===== src/rtl/multdiv_pkg.sv =====
// Shared types, constants and helpers for the iterative multiply/divide unit.
package multdiv_pkg;

  localparam int ITER = 32;
  localparam int CNT_W = 5;
  localparam logic [ITER-1:0] INT_MIN = 32'h8000_0000;

  typedef enum logic [1:0] {
    IDLE,
    RUN,
    FIX
  } state_e;

  typedef enum logic {
    OP_MUL = 1'b0,
    OP_DIV = 1'b1
  } op_e;

  // Two's-complement magnitude as unsigned; INT_MIN maps onto itself.
  function automatic logic [ITER-1:0] abs32(input logic [ITER-1:0] x);
    return x[ITER-1] ? (~x + 1'b1) : x;
  endfunction

  // 8-bit carry-lookahead slice: generate/propagate per bit, carries
  // resolved inside the slice, returns {carry_out, sum}.
  function automatic logic [8:0] cla8(input logic [7:0] a,
                                      input logic [7:0] b,
                                      input logic       cin);
    logic [7:0] g;
    logic [7:0] p;
    logic [8:0] c;
    g    = a & b;
    p    = a ^ b;
    c[0] = cin;
    for (int i = 0; i < 8; i++) begin
      c[i+1] = g[i] | (p[i] & c[i]);
    end
    return {c[8], p ^ c[7:0]};
  endfunction

endpackage


===== src/rtl/multdiv_step.sv =====
// One iteration of the multiply/divide datapath: a single 33-bit add or
// subtract built from chained 8-bit CLA slices.
module multdiv_step
  import multdiv_pkg::*;
(
  input  op_e                 op,
  input  logic [2*ITER-1:0]   acc,
  input  logic [ITER-1:0]     opnd,
  output logic [2*ITER-1:0]   acc_next,
  output logic                q_bit
);

  logic [ITER:0] add_a;
  logic [ITER:0] add_b;
  logic          add_cin;
  logic [ITER:0] add_sum;
  logic          add_cout;

  // Operand selection: multiply adds |A| to the upper product half, divide
  // subtracts |B| from the shifted partial remainder (a + ~b + 1).
  always_comb begin
    // NOTE: every output of a combinational block gets a default first so no
    // path through the if/else can leave it unassigned and infer a latch.
    add_a   = {1'b0, acc[2*ITER-1:ITER]};
    add_b   = {1'b0, opnd};
    add_cin = 1'b0;
    if (op == OP_DIV) begin
      add_a   = acc[2*ITER-1:ITER-1];
      add_b   = ~{1'b0, opnd};
      add_cin = 1'b1;
    end
  end

  // Four CLA slices give bits 31:0; bit 32 closes the chain and yields the
  // carry out that the divider uses as its "no borrow" quotient bit.
  always_comb begin : adder_chain
    logic [8:0] slice;
    logic       c;
    add_sum  = '0;
    c        = add_cin;
    for (int s = 0; s < 4; s++) begin
      slice            = cla8(add_a[8*s +: 8], add_b[8*s +: 8], c);
      add_sum[8*s +: 8] = slice[7:0];
      c                = slice[8];
    end
    add_sum[ITER] = add_a[ITER] ^ add_b[ITER] ^ c;
    add_cout      = (add_a[ITER] & add_b[ITER]) | ((add_a[ITER] ^ add_b[ITER]) & c);
  end

  // Next accumulator: shift-add for multiply, restoring step for divide.
  always_comb begin
    acc_next = acc;
    q_bit    = 1'b0;
    if (op == OP_MUL) begin
      if (acc[0]) begin
        acc_next = {add_sum, acc[ITER-1:1]};
      end else begin
        acc_next = {1'b0, acc[2*ITER-1:ITER], acc[ITER-1:1]};
      end
    end else begin
      q_bit                   = add_cout;
      acc_next[2*ITER-1:ITER] = add_cout ? add_sum[ITER-1:0] : acc[2*ITER-2:ITER-1];
      acc_next[ITER-1:0]      = {acc[ITER-2:0], add_cout};
    end
  end

endmodule


===== src/rtl/multdiv_iter.sv =====
// Iterative signed 32-bit multiply/divide unit: captures an op while idle,
// runs ITER single-add iterations on the magnitudes, then applies sign and
// exception fix-up and presents a registered result with a one-cycle ready.
module multdiv_iter
  import multdiv_pkg::*;
(
  input  logic            clock,
  input  logic            resetn,
  input  logic [ITER-1:0] data_operandA,
  input  logic [ITER-1:0] data_operandB,
  input  logic            ctrl_MULT,
  input  logic            ctrl_DIV,
  output logic [ITER-1:0] data_result,
  output logic            data_exception,
  output logic            data_resultRDY,
  output logic            busy
);

  localparam logic [CNT_W-1:0] LAST_ITER = CNT_W'(ITER - 1);

  state_e            state;
  op_e               op;
  logic [CNT_W-1:0]  cnt;
  logic              neg_res;
  logic              div_zero;
  logic              div_ovf;
  logic [ITER-1:0]   opnd;
  logic [2*ITER-1:0] acc;
  logic [2*ITER-1:0] acc_next;
  logic              q_bit_unused;

  logic [ITER-1:0]   mag_a;
  logic [ITER-1:0]   mag_b;
  logic [2*ITER-1:0] prod;
  logic [ITER-1:0]   quot;
  logic [ITER-1:0]   fix_res;
  logic              fix_exc;

  assign mag_a = abs32(data_operandA);
  assign mag_b = abs32(data_operandB);

  multdiv_step u_step (
    .op       (op),
    .acc      (acc),
    .opnd     (opnd),
    .acc_next (acc_next),
    .q_bit    (q_bit_unused)
  );

  // Completion fix-up: restore the sign and flag results that do not fit.
  always_comb begin
    prod    = neg_res ? (~acc + 64'd1) : acc;
    quot    = neg_res ? (~acc[ITER-1:0] + 32'd1) : acc[ITER-1:0];
    fix_res = prod[ITER-1:0];
    fix_exc = !((&prod[2*ITER-1:ITER-1]) || !(|prod[2*ITER-1:ITER-1]));
    if (op == OP_DIV) begin
      if (div_zero) begin
        fix_res = '0;
        fix_exc = 1'b1;
      end else if (div_ovf) begin
        fix_res = INT_MIN;
        fix_exc = 1'b1;
      end else begin
        fix_res = quot;
        fix_exc = 1'b0;
      end
    end
  end

  // Control FSM, iteration counter, operand registers and output registers.
  always_ff @(posedge clock or negedge resetn) begin
    // NOTE: state is updated with non-blocking assignments so every register
    // samples pre-edge values regardless of statement order.
    if (!resetn) begin
      state          <= IDLE;
      op             <= OP_MUL;
      cnt            <= '0;
      neg_res        <= 1'b0;
      div_zero       <= 1'b0;
      div_ovf        <= 1'b0;
      opnd           <= '0;
      acc            <= '0;
      data_result    <= '0;
      data_exception <= 1'b0;
      data_resultRDY <= 1'b0;
      busy           <= 1'b0;
    end else begin
      data_resultRDY <= 1'b0;
      case (state)
        IDLE: begin
          if (ctrl_MULT || ctrl_DIV) begin
            state    <= RUN;
            busy     <= 1'b1;
            cnt      <= '0;
            neg_res  <= data_operandA[ITER-1] ^ data_operandB[ITER-1];
            div_zero <= (data_operandB == '0);
            div_ovf  <= (data_operandA == INT_MIN) && (data_operandB == '1);
            if (ctrl_MULT) begin
              op   <= OP_MUL;
              opnd <= mag_a;
              acc  <= {{ITER{1'b0}}, mag_b};
            end else begin
              op   <= OP_DIV;
              opnd <= mag_b;
              acc  <= {{ITER{1'b0}}, mag_a};
            end
          end
        end
        RUN: begin
          acc <= acc_next;
          if (cnt == LAST_ITER) begin
            state <= FIX;
          end else begin
            cnt <= cnt + 1'b1;
          end
        end
        FIX: begin
          data_result    <= fix_res;
          data_exception <= fix_exc;
          data_resultRDY <= 1'b1;
          busy           <= 1'b0;
          state          <= IDLE;
        end
        default: state <= IDLE;
      endcase
    end
  end

endmodule


===== config.mk =====
export PLATFORM = sky130hd
export DESIGN_NAME = multdiv_iter
export DESIGN_NICKNAME = d
export VERILOG_FILES = /design/src/rtl/multdiv_pkg.sv /design/src/rtl/multdiv_step.sv /design/src/rtl/multdiv_iter.sv
export SDC_FILE = /design/constraint.sdc
export NUM_CORES = 1
export LEC_CHECK = 0
export CAP_MARGIN = 40
export CORE_ASPECT_RATIO = 2
export CORE_MARGIN = 1.5
export CORE_UTILIZATION = 40
export CTS_CLUSTER_DIAMETER = 120
export CTS_CLUSTER_SIZE = 12
export DETAILED_ROUTE_END_ITERATION = 6
export PLACE_DENSITY = 0.71
export SLEW_MARGIN = 20
export SYNTH_ARGS = -nofsm -noshare
export SYNTH_HDL_FRONTEND = slang
export SYNTH_SLANG_ARGS = --single-unit

===== constraint.sdc =====
create_clock -name clock -period 19 [get_ports clock]
set_clock_uncertainty 0.05 [all_clocks]
set_input_delay 2.85 -clock clock [delete_from_list [all_inputs] [get_ports clock]]
set_output_delay 2.85 -clock clock [all_outputs]
set_load 0.005 [all_outputs]

# ---- After elaboration in Yosys (flattened, before gate mapping)
# Cells that the tools add are included.
dict set report op_classes {
  shifts 0
  n_lt_le_gt_ge 0
  reduce_logical 16
  muxes 30
  n_div 0
  bitwise_logic 87
  n_mul 0
  n_addsub 5
  n_eq_ne 8
}
# cell count
set op_table {}
lappend op_table {{$mux 32} 9}
lappend op_table {{$mux 64} 4}
lappend op_table {{$pmux 64 s2} 1}
lappend op_table {{$add 32x1->32 const B} 3}
lappend op_table {{$not 32->32} 3}
lappend op_table {{$mux 33} 2}
lappend op_table {{$add 64x1->64 const B} 1}
lappend op_table {{$eq 32x32->1 const B} 2}
lappend op_table {{$not 64->64} 1}
lappend op_table {{$xor 8x8->8} 8}
lappend op_table {{$and 1x1->1} 34}
lappend op_table {{$not 32->33} 1}
lappend op_table {{$or 1x1->1} 33}
lappend op_table {{$reduce_and 33->1} 1}
lappend op_table {{$reduce_or 33->1} 1}
lappend op_table {{$and 8x8->8} 4}
lappend op_table {{$logic_not 32->1} 1}
lappend op_table {{$mux 5} 2}
lappend op_table {{$pmux 5 s2} 1}
lappend op_table {{$reduce_and 2->1} 4}
lappend op_table {{$mux 1} 7}
lappend op_table {{$ne 2x2->1 const B} 3}
lappend op_table {{$add 5x1->5 const B} 1}
lappend op_table {{$eq 5x5->1 const B} 1}
lappend op_table {{12 further kinds} 18}
dict set report totals {
  register_bits 142
  mem_bits_rw 0
  latchBits 0
  memories 0
  mem_bits_ro 0
  inputBits 68
  output_inout_bits 35
}

# ---- Logic depth before layout (Yosys ltp)
# Gate-level depths: netlist (run 1).
dict set report depth {
  ltp_word 72
  depth_mapped 45
  mapped_depth_nobuf 40
}

# ---- By module
# A second synthesis (run 1) with hierarchy kept.
dict set report hier_totals {
  cells_unflattened 1458
  hier_area_um2 12154.2
}
# module instances area_each_um2 cells_each
set by_module_without_submodules {}
lappend by_module_without_submodules {multdiv_iter 1 9327.7 1128}
lappend by_module_without_submodules {multdiv_step 1 2826.5 330}

# ---- Worst setup path before layout (run 1)
# OpenSTA, ideal clock, no wires.
dict set report synth_timing {
  path_kind {register to register}
  start {register op}
  end {register acc[0]}
  synth_period_minus_slack_ns 14.837
  t_required_ns 18.867
  path_stages_with_launch 46
  path_buffers 6
  arrival_ns 14.705
  path_slack_ns 4.163
  cell_sequence {dfrtp_1 clkbuf_1 clkbuf_1 clkbuf_1 buf_1 mux2i_1 fa_1 fa_1 fa_1 fa_1 fa_1 fa_1 fa_1 fa_1 fa_1 fa_1 fa_1 fa_1 [... 10 more ...] fa_1 fa_1 fa_1 fa_1 fa_1 fa_1 fa_1 fa_1 fa_1 inv_1 ha_1 a21o_1 clkbuf_1 buf_1 mux2i_1 nor2_1 a21oi_1 o21ai_0}
}
dict set report synth_via {
  elab_chain_len 70
  word_cells_on_any_way 81
  cone_classes {mux: 5; bitwise: 76}
}
# element line_no
set synth_lines {}
lappend synth_lines {{start, declared} multdiv_iter.sv:22} ;# op_e op;
lappend synth_lines {{start signal, assigned} multdiv_iter.sv:76} ;# op <= OP_MUL;
lappend synth_lines {{start signal, assigned} multdiv_iter.sv:99} ;# op <= OP_MUL;
lappend synth_lines {{start signal, assigned} multdiv_iter.sv:103} ;# op <= OP_DIV;
lappend synth_lines {{$mux 33} multdiv_step.sv:27} ;# if (op == OP_DIV) begin
lappend synth_lines {{$xor 8x8->8} multdiv_pkg.sv:33} ;# p = a ^ b;
lappend synth_lines {{$and 1x1->1} multdiv_pkg.sv:36} ;# c[i+1] = g[i] | (p[i] & c[i]);
lappend synth_lines {{$or 1x1->1} multdiv_pkg.sv:36}
lappend synth_lines {{$and 1x1->1} multdiv_pkg.sv:36}
lappend synth_lines {{$or 1x1->1} multdiv_pkg.sv:36}
lappend synth_lines {{$and 1x1->1} multdiv_pkg.sv:36}
lappend synth_lines {{$or 1x1->1} multdiv_pkg.sv:36}
lappend synth_lines {{[... 54 more ...]} n/a}
lappend synth_lines {{$and 1x1->1} multdiv_pkg.sv:36}
lappend synth_lines {{$or 1x1->1} multdiv_pkg.sv:36}
lappend synth_lines {{$and 1x1->1} multdiv_pkg.sv:36}
lappend synth_lines {{$or 1x1->1} multdiv_pkg.sv:36}
lappend synth_lines {{$and 1x1->1} multdiv_step.sv:47} ;# add_cout = (add_a[ITER] & add_b[ITER]) | ((add_a[ITER] ^ add_b[ITER]) & c);
lappend synth_lines {{$or 1x1->1} multdiv_step.sv:47}
lappend synth_lines {{$mux 64 (*)} multdiv_step.sv:54} ;# if (op == OP_MUL) begin
lappend synth_lines {{$pmux 64 s2 (*)} multdiv_iter.sv:89} ;# case (state)
lappend synth_lines {{end signal, assigned} multdiv_iter.sv:101} ;# acc <= {{ITER{1'b0}}, mag_b};
lappend synth_lines {{end signal, assigned} multdiv_iter.sv:105} ;# acc <= {{ITER{1'b0}}, mag_a};
lappend synth_lines {{end signal, assigned} multdiv_iter.sv:110} ;# acc <= acc_next;
lappend synth_lines {{end, declared} multdiv_iter.sv:28} ;# logic [2*ITER-1:0] acc;
# Every way passes the cells marked *; elsewhere a longest branch is shown, timed or not.
# A chain may end at the register's enable or synchronous reset.

# ---- Final worst setup path (run 1)
dict set report layout_timing {
  start {register op}
  end {register acc[32]}
}
dict set report layout_via {
  elab_chain_len 71
  word_cells_on_any_way 84
  cone_classes {mux: 7; bitwise: 77}
}
# element line_no
set layout_lines {}
lappend layout_lines {{$mux 33} multdiv_step.sv:27}
lappend layout_lines {{$xor 8x8->8} multdiv_pkg.sv:33}
lappend layout_lines {{$and 1x1->1} multdiv_pkg.sv:36}
lappend layout_lines {{$or 1x1->1} multdiv_pkg.sv:36}
lappend layout_lines {{$and 1x1->1} multdiv_pkg.sv:36}
lappend layout_lines {{$or 1x1->1} multdiv_pkg.sv:36}
lappend layout_lines {{$and 1x1->1} multdiv_pkg.sv:36}
lappend layout_lines {{$or 1x1->1} multdiv_pkg.sv:36}
lappend layout_lines {{[... 55 more ...]} n/a}
lappend layout_lines {{$or 1x1->1} multdiv_pkg.sv:36}
lappend layout_lines {{$and 1x1->1} multdiv_pkg.sv:36}
lappend layout_lines {{$or 1x1->1} multdiv_pkg.sv:36}
lappend layout_lines {{$and 1x1->1} multdiv_step.sv:47}
lappend layout_lines {{$or 1x1->1} multdiv_step.sv:47}
lappend layout_lines {{$mux 32} multdiv_step.sv:62} ;# acc_next[2*ITER-1:ITER] = add_cout ? add_sum[ITER-1:0] : acc[2*ITER-2:ITER-1];
lappend layout_lines {{$mux 64 (*)} multdiv_step.sv:54}
lappend layout_lines {{$pmux 64 s2 (*)} multdiv_iter.sv:89}
# Marked as above.

==> flow_summary_export.csv, run 1 <==
group,metric,value,unit
run_status,status,"complete, but fails checks",
run_status,violations,"design-rule violations",
final_layout,drive_gt1_share,6.35,%
placed_design,dp.cells,1856,
cts,cts_buffer_depth,2,
sta,timing.fmax,65.9,MHz
placed_design,place_congestion,0.982,
logic_synthesis,yosysTopAreaCell,"dfrtp_1",
detailed_routing,post-route-drc-count,1,
placed_design,placement.cell_area,13100,um^2
global_route,gr-total-overflow,0,
cts,clkTransAtPathRegs,70,ps
logic_synthesis,synth.distinct_cells,74,
logic_synthesis,ys.flop_type,"dfrtp_1",
worst_setup_path,arrival,15430,ps
global_route,antenna_found_initial,0,
die,die_w,126,um
cts,cts_hold_buf,0,
global_route,first_global_vias,10900,
final_layout,area_delta_synth_final,13.7,%
detailed_routing,routed-wl-met3,1.50,mm
logic_synthesis,ys_top_cells_by_area,"dfrtp_1 29%, o21ai_0 7.3%, mux2i_1 5.6%",
final_layout,utilization,46.3,%
detailed_routing,drtAntennaViolNets,0,
cts,cts_tree,"built",
power,p_leak,5.13,nW
worst_setup_path,end_kind,"flip-flop",
cts,cts_setup_buffers,0,
worst_setup_path,worstSetupStartpointType,"flip-flop",
sta,worst_slack,3820,ps
placed_design,port-buffer-count,102,
sta,relSlewSlack,50.1,%
logic_synthesis,synth_top_area_share,29.5,%
final_layout,finalNonFillerCells,1891,
logic_synthesis,synth.most_common_cell,"nand2_1",
global_route,grt_max_degree,105,
worst_setup_path,slowest_delay,910,ps
die,core-area,29600,um^2
global_route,grt_usage,25.0,%
logic_synthesis,yosys-top-cells-count,"180 x nand2_1, 177 x o21ai_0, 163 x nor2_1",
detailed_routing,drt-initial-drc-count,801,
die,rows,89,
min_path,min_path_type,"reg2reg",
sta,min_period,15180,ps
worst_setup_path,crit_fanout,60,
detailed_routing,drt-total-wl,38.3,mm
logic_synthesis,synth_edf_count,0,
placed_design,dp_hpwl,29.0,mm
cts,cts_buffers,17,
sta,rsz0062_at_grt,"no",
cts,cts-root-buf,"clkbuf_16",
sta,fin_crit_sh,79.9,%
logic_synthesis,syn-cell-area,12100,um^2
die,die_h,249,um
detailed_routing,via_per_inst,5.94,
worst_setup_path,crit_required,19250,ps
final_layout,fin_nets,1620,
detailed_routing,drt-wirelength-per-cell,20.3,um
worst_setup_path,path_class,"reg2reg",
sta,report.final.slew_viol_count,0,
sta,finalHoldViolCount,0,
cts,insertion_delay,450,ps
power,ir_drop,0.000170,V
die,initial_core_util,40.7,%
flow_run,cap_violations,0,
detailed_routing,wl_met1,13.1,mm
logic_synthesis,ys_ff_latch,142,
detailed_routing,num_vias,11200,
placed_design,pre_cts_slack,3990,ps
final_layout,fillCellCount,2951,
sta,worst_slew_pin_slew,748,ps
cts,cts_num_sinks,142,
final_layout,antenna_cells,0,
logic_synthesis,syn-instance-count,1518,
sta,setup_viol,0,
logic_synthesis,ys_seq_area_share,29.5,%
cts,htree_num_levels,4,
cts,ctsResizeCount,0,
logic_synthesis,synthesis.nets,1624,
die,die_area,31300,um^2
logic_synthesis,async_reset_ff_share,100,%
detailed_routing,highest_layer,"met4",
die,io_pins,103,
power,power_density,176,nW/um^2
logic_synthesis,syn_area_per_cell,7.94,um^2
detailed_routing,first_pass_iters,7,
detailed_routing,wl_met2,20.7,mm
worst_setup_path,cp_common_cell,"fa_1",
global_route,grt_first_pass_wirelength,60.7,mm
final_layout,final_area,13700,um^2
worst_setup_path,slowest_stage,"dfrtp_4",
sta,fin_tns_setup,0,ps
logic_synthesis,yosys_warnings,0,
==> sequential cells by signal (all words and copies together) (netlist names) <==
| name | cells |
|---|---|
| acc | 64 |
| busy | 1 |
| cnt | 5 |
| data_exception | 1 |
| data_result | 32 |
| data_resultRDY | 1 |
| div_ovf | 1 |
| div_zero | 1 |
| neg_res | 1 |
| op | 1 |
| opnd | 32 |
| state | 2 |
==> metrics by stage <==
stage	power, mW	hold WS (ps)
4_1_cts	2.41	437
5_1_grt	2.63	459
2_1_floorplan	1.67	410
3_3_place_gp	2.02	416
3_5_place_dp	2.06	421
6_report	2.42	431
==> critical path: cells and delay by family (launching register included) <==
family	cells	cell delay, ps
AO/OA/AOI/OAI	5	690
XOR/XNOR	1	150
adder cells (fa/ha/maj)	32	12430
buffers and inverters	2	570
flip-flops	1	910
AND/OR/NAND/NOR	1	160
==> cells by family after synthesis <==
family                     share of synthesized area (%)
muxes                                               6.30
AOI/OAI and AO/OA                                   22.3
and+or+nand+nor                                     19.7
DFF                                                 29.5
xor gates and xnor gates                            10.5
adders and majority gates                           5.87
buffers and inverters                               5.87
==> area by class of cell <==
type / count / area, um^2 / share of cell area, %
multi-input combinational: 1211 / 7800 / 56.9
clock inverter: 15 / 173 / 1.26
tap: 364 / 455 / 3.32
inverter: 18 / 67.6 / 0.493
sequential: 142 / 3560 / 26.0
clock buffer: 17 / 425 / 3.10
timing repair buffer: 124 / 1230 / 8.97
==> final timing paths <==
path | endpoint | slack [ps] | cells past startpoint | from
setup / recovery | acc[32] | 3820 | 41 | op
setup reg to reg | acc[32] | 3820 | 41 | op
hold / removal | data_result[9] | 430 | 2 | data_result[9]
hold reg to reg | data_result[9] | 430 | 2 | data_result[9]
max in group asynchronous | data_result[28] | 15370 | 3 | resetn
min in group asynchronous | opnd[26] | 2340 | 1 | resetn
==> layout by cell type, fill, tap and decap left out, types with 4 or more instances in the layout <==
cell type | netlist | layout
a211oi_1 | 37 | 37
a21oi_1 | 130 | 130
and3_1 | 5 | 5
buf_4 | 0 | 15
clkbuf_16 | 0 | 17
clkdlybuf4s50_1 | 0 | 100
clkinv_4 | 0 | 4
dfrtp_1 | 142 | 139
fa_1 | 31 | 31
ha_1 | 7 | 7
inv_1 | 17 | 17
inv_6 | 0 | 7
mux2_2 | 7 | 7
mux2i_1 | 68 | 68
nand2_1 | 180 | 179
nand2b_1 | 6 | 5
nand3_1 | 23 | 23
nand3b_1 | 4 | 4
nand4_1 | 14 | 14
nor2_1 | 163 | 163
nor3_1 | 22 | 22
nor4_1 | 22 | 22
o211ai_1 | 6 | 6
o21ai_0 | 177 | 177
o22a_1 | 5 | 5
o22ai_1 | 4 | 4
o31ai_1 | 35 | 35
o41ai_1 | 19 | 19
or2_2 | 4 | 4
or3_1 | 14 | 14
or3_2 | 4 | 4
or4_1 | 18 | 18
xnor2_1 | 74 | 74
xor2_1 | 71 | 71
==> power breakdown <==
group / internal (mW) / switching, mW / total (mW)
logic: 0.596 / 0.782 / 1.38
registers: 0.426 / 0.265 / 0.691
clock network: 0.197 / 0.150 / 0.347
total: 1.22 / 1.20 / 2.42
==> routing by layer <==
layer  up-vias  track usage [%]
met5         -                0
met4         0             18.4
met3       139             2.88
met2       422             46.3
met1      5312             25.3
li1       5358                -
No activity file was read; power rests on OpenSTA's default activity.
==> run 2: changes to the inputs <==
- clock period: 19 -> 14.2 ns (I/O delays scaled with it)
==> run 2 against run 1 <==
The flow now finishes without violations. Sequential cell count is the same. Cell count is 0.85% higher. Worst setup slack got worse by 3500 ps. Die area did not move. Clock power grew 37%. Non-clock buffer count rose by 16. Critical path type unchanged. Critical endpoint is now acc[54].
==> flow_summary_export.csv, run 2 (synthesis results as in run 1) <==
group,metric,value,unit
die,initial_core_util,40.7,%
detailed_routing,post-route-drc-count,0,
global_route,grt_first_pass_wirelength,61.7,mm
sta,relSlewSlack,37.0,%
worst_setup_path,cp_common_cell,"fa_1",
placed_design,port-buffer-count,102,
flow_run,cap_violations,0,
sta,fin_crit_sh,97.6,%
final_layout,fin_nets,1636,
detailed_routing,num_vias,11400,
worst_setup_path,path_class,"reg2reg",
global_route,antenna_found_initial,0,
power,ir_drop,0.000149,V
detailed_routing,first_pass_iters,7,
placed_design,dp_hpwl,30.0,mm
detailed_routing,drt-total-wl,39.6,mm
global_route,grt_max_degree,105,
die,rows,89,
final_layout,largest_reg_flops,64,
final_layout,largest_registers,"acc (64), data_result (32), opnd (32)",
cts,insertion_delay,440,ps
sta,timing.fmax,72.2,MHz
sta,report.final.slew_viol_count,0,
final_layout,area_delta_synth_final,15.9,%
run_status,status,"finished clean",
final_layout,layout_common_cells,"179 x nand2_1, 172 x o21ai_0, 163 x nor2_1",
placed_design,place_congestion,0.967,
cts,cts_buffer_depth,2,
sta,rsz0062_at_grt,"no",
final_layout,regMostFlops,"acc",
detailed_routing,drt-initial-drc-count,818,
final_layout,antenna_cells,0,
worst_setup_path,slowest_stage,"dfrtp_4",
cts,cts_tree,"built",
power,power_density,242,nW/um^2
cts,htree_num_levels,4,
sta,fin_tns_setup,0,ps
worst_setup_path,arrival,14150,ps
detailed_routing,drtAntennaViolNets,0,
min_path,min_path_type,"reg2reg",
global_route,grt_usage,25.5,%
worst_setup_path,slowest_delay,420,ps
die,die_area,31300,um^2
worst_setup_path,worstSetupStartpointType,"flip-flop",
sta,worst_slew_pin_slew,937,ps
power,p_leak,5.24,nW
final_layout,final_common_cell,"nand2_1",
placed_design,pre_cts_slack,1.01,ps
die,die_h,249,um
sta,min_period,13860,ps
cts,cts-root-buf,"clkbuf_16",
sta,worst_slack,344,ps
die,core-area,29600,um^2
die,io_pins,103,
global_route,gr-total-overflow,0,
cts,cts_buffers,17,
die,die_w,126,um
final_layout,fillCellCount,2885,
worst_setup_path,crit_fanout,19,
detailed_routing,drt-wirelength-per-cell,20.8,um
cts,clkTransAtPathRegs,60,ps
final_layout,drive_gt1_share,7.97,%
cts,cts_hold_buf,0,
worst_setup_path,crit_required,14500,ps
detailed_routing,via_per_inst,5.98,
cts,cts_num_sinks,142,
sta,finalHoldViolCount,0,
power,p_total,3.39,mW
sta,worst_hold_slack,429,ps
global_route,first_global_vias,11200,
sta,setup_viol,0,
worst_setup_path,end_kind,"flip-flop",
run 2: final timing paths:
| path | startpoint | end | slack (ps) | depth (start not counted) |
|---|---|---|---|---|
| worst min register to register | data_result[20] | data_result[20] | 430 | 2 |
| worst max-delay path | op | acc[54] | 340 | 43 |
| min in group asynchronous | resetn | opnd[29] | 1500 | 1 |
| worst max register to register | op | acc[54] | 340 | 43 |
| worst min-delay path | data_result[20] | data_result[20] | 430 | 2 |
| max in group asynchronous | resetn | data_result[2] | 11300 | 3 |
run 2: metrics by stage:
stage                     utilization, %  cell area [um^2]  instances
after floorplan                        -             12100       1518
after global placement              44.3             13100       1865
after detailed placement            44.5             13200       1868
after CTS                           47.0             13900       1906
after global routing                47.2             14000       1907
final                               47.2             14000       1907
run 2: cell type report:
type	count	area, um^2	area share (%)
inverters	18	67.6	0.483
multi-input cells	1211	7840	56.1
flip-flops and latches	142	3560	25.5
clock inverters	9	130	0.931
repair buffers	140	1440	10.3
well taps	364	455	3.26
clock buffers	23	488	3.49
run 2: repair_timing:
action | CTS | global route
buffers inserted | 4 | 0
gates cloned | 2 | 0
pin swaps | 0 | 1
gates resized for setup | 9 | 11
setup endpoints to repair | 22 | 33
run 2: routing by layer:
metal	global-route usage, %	wire [um]	up-vias
met3	2.90	1400	158
li1	-	-	5398
met2	48.0	21600	400
met4	20.4	3360	0
met5	0	0	-
met1	24.6	13300	5449
run 2: critical path: cells and delay by family, from the launching register on:
kind | cells | cell delay [ps]
buf+inv | 4 | 500
compound gates | 6 | 820
fa+ha+maj | 32 | 11910
flops | 1 | 420
simple gates | 1 | 50
run 2: where the power goes:
group | leakage [nW] | switching, mW | internal [mW] | total (mW)
clock | 0.304 | 0.179 | 0.295 | 0.474
combinational | 3.13 | 1.15 | 0.881 | 2.03
sequential | 1.81 | 0.312 | 0.571 | 0.883
==> run 3: changes to the inputs <==
- CELL_PAD_IN_SITES_DETAIL_PLACEMENT: default -> 1
- CELL_PAD_IN_SITES_GLOBAL_PLACEMENT: default -> 1
- PLACE_DENSITY: 0.71 -> 0.87
==> run 3 against run 2 <==
Via count grew 4.9%. Largest cell class unchanged. Register-to-register slack worse by 40 ps. Sequential share of layout area hardly changed. First-iteration DRC count fell by 16%. Core utilization up 0.097 points. Hold slack improved by 11 ps.
==> flow_summary_export.csv, run 3 (synthesis results as in run 1) <==
group,metric,value,unit
final_layout,largest_registers,"acc (64), data_result (32), opnd (32)",
worst_setup_path,crit_fanout,11,
detailed_routing,first_pass_iters,7,
worst_setup_path,path_class,"reg2reg",
final_layout,largest_reg_flops,64,
die,die_w,126,um
detailed_routing,drt-wirelength-per-cell,24.3,um
min_path,hold_end,"data_result[20]",
die,rows,89,
detailed_routing,drt-total-wl,46.5,mm
worst_setup_path,r2r_end,"acc[46]",
worst_setup_path,slowest_stage,"dfrtp_4",
detailed_routing,num_vias,12000,
detailed_routing,via_per_inst,6.25,
die,core-area,29600,um^2
placed_design,place_congestion,0.980,
worst_setup_path,rrSetupSlack,310,ps
sta,fin_crit_sh,97.8,%
cts,cts_buffers,17,
global_route,grt_usage,30.0,%
run_status,status,"finished clean",
cts,cts_hold_buf,0,
sta,fin_tns_setup,0,ps
detailed_routing,post-route-drc-count,0,
worst_setup_path,r2r_cells,41,
die,io_pins,103,
worst_setup_path,end_kind,"flip-flop",
min_path,min_path_type,"reg2reg",
detailed_routing,drtAntennaViolNets,0,
final_layout,drive_gt1_share,8.96,%
final_layout,antenna_cells,0,
cts,cts_tree,"built",
sta,worst_slew_pin_slew,774,ps
global_route,antenna_found_initial,0,
sta,setup_viol,0,
placed_design,dp_hpwl,34.2,mm
cts,cts_num_sinks,142,
sta,report.final.slew_viol_count,0,
flow_run,cap_violations,0,
worst_setup_path,cp_common_cell,"fa_1",
detailed_routing,drt-initial-drc-count,685,
worst_setup_path,crit_required,14500,ps
sta,timing.fmax,72.0,MHz
die,die_h,249,um
power,power_density,253,nW/um^2
global_route,first_global_vias,13000,
worst_setup_path,timing.rr.start,"op",
power,p_leak,5.26,nW
cts,clkTransAtPathRegs,70,ps
sta,finalHoldViolCount,0,
placed_design,port-buffer-count,102,
global_route,grt_first_pass_wirelength,72.5,mm
cts,insertion_delay,450,ps
min_path,holdPathStages,2,
final_layout,final_common_cell,"nand2_1",
worst_setup_path,worstSetupStartpointType,"flip-flop",
min_path,hold_path.startpoint,"data_result[20]",
sta,min_period,13890,ps
die,die_area,31300,um^2
global_route,grt_max_degree,105,
final_layout,layout_common_cells,"179 x nand2_1, 174 x o21ai_0, 163 x nor2_1",
cts,cts_buffer_depth,2,
global_route,gr-total-overflow,0,
cts,cts-root-buf,"clkbuf_16",
cts,htree_num_levels,4,
final_layout,area_delta_synth_final,16.1,%
worst_setup_path,arrival,14190,ps
final_layout,fin_nets,1644,
power,p_total,3.54,mW
power,ir_drop,0.000174,V
die,initial_core_util,40.7,%
final_layout,regMostFlops,"acc",
sta,relSlewSlack,47.9,%
worst_setup_path,slowest_delay,520,ps
run 3: power by group:
| group | leakage (nW) | switching [mW] | internal (mW) |
|---|---|---|---|
| clock network | 0.276 | 0.207 | 0.247 |
| registers | 1.81 | 0.315 | 0.571 |
| logic | 3.17 | 1.29 | 0.915 |
run 3: cell type report:
cell class,instances,area [um^2]
clock inverter,15,150
clock buffer,17,425
timing repair buffer,148,1500
sequential,142,3560
inverter,18,67.6
fill,3535,15600
tap,364,455
multi-input combinational,1211,7850
run 3: what timing repair did:
action                                  4_1_cts  5_1_grt
endpoints found under the setup margin       33       33
setup buffers                                 3        0
gates resized for setup                       7       14
pin swaps                                     1        0
cloned                                        1        0
run 3: layer usage:
layer  share of wire (%)  global-route usage (%)  vias to the layer above
met5                   0                       0                        -
met2                  54                    55.6                      368
met3                 2.5                    3.57                      217
met4                  11                    27.4                        0
li1                    -                       -                     5413
met1                  33                    28.3                     5967
run 3: worst max-delay path by stage:
stage          slack (ps)  cells after the start  start  endpoint
5_1_grt                -3                     42     op   acc[46]
4_1_cts                40                     41     op   acc[50]
2_1_floorplan          80                     45     op   acc[43]
3_3_place_gp          120                     41     op   acc[34]
3_5_place_dp         -240                     41     op   acc[33]
6_report              310                     41     op   acc[46]
run 3: stage by stage:
step | cell area, um^2 | utilization [%] | setup slack (ps) | cells | hold WS [ps]
6_report | 14000 | 47.3 | 305 | 1915 | 440
3_3_place_gp | 13200 | 44.6 | 116 | 1874 | 417
4_1_cts | 13900 | 47.1 | 38.0 | 1914 | 438
5_1_grt | 14000 | 47.3 | -2.83 | 1915 | 473
2_1_floorplan | 12100 | - | 79.4 | 1518 | 410
3_5_place_dp | 13300 | 44.9 | -238 | 1878 | 431
run 3: worst max-delay path: cells and delay by family, from the launching register on:
family	cells	cell delay [ps]
compound gates	4	680
flops	1	520
simple gates	1	50
fa+ha+maj	32	11960
buf+inv	3	370
mux	1	180
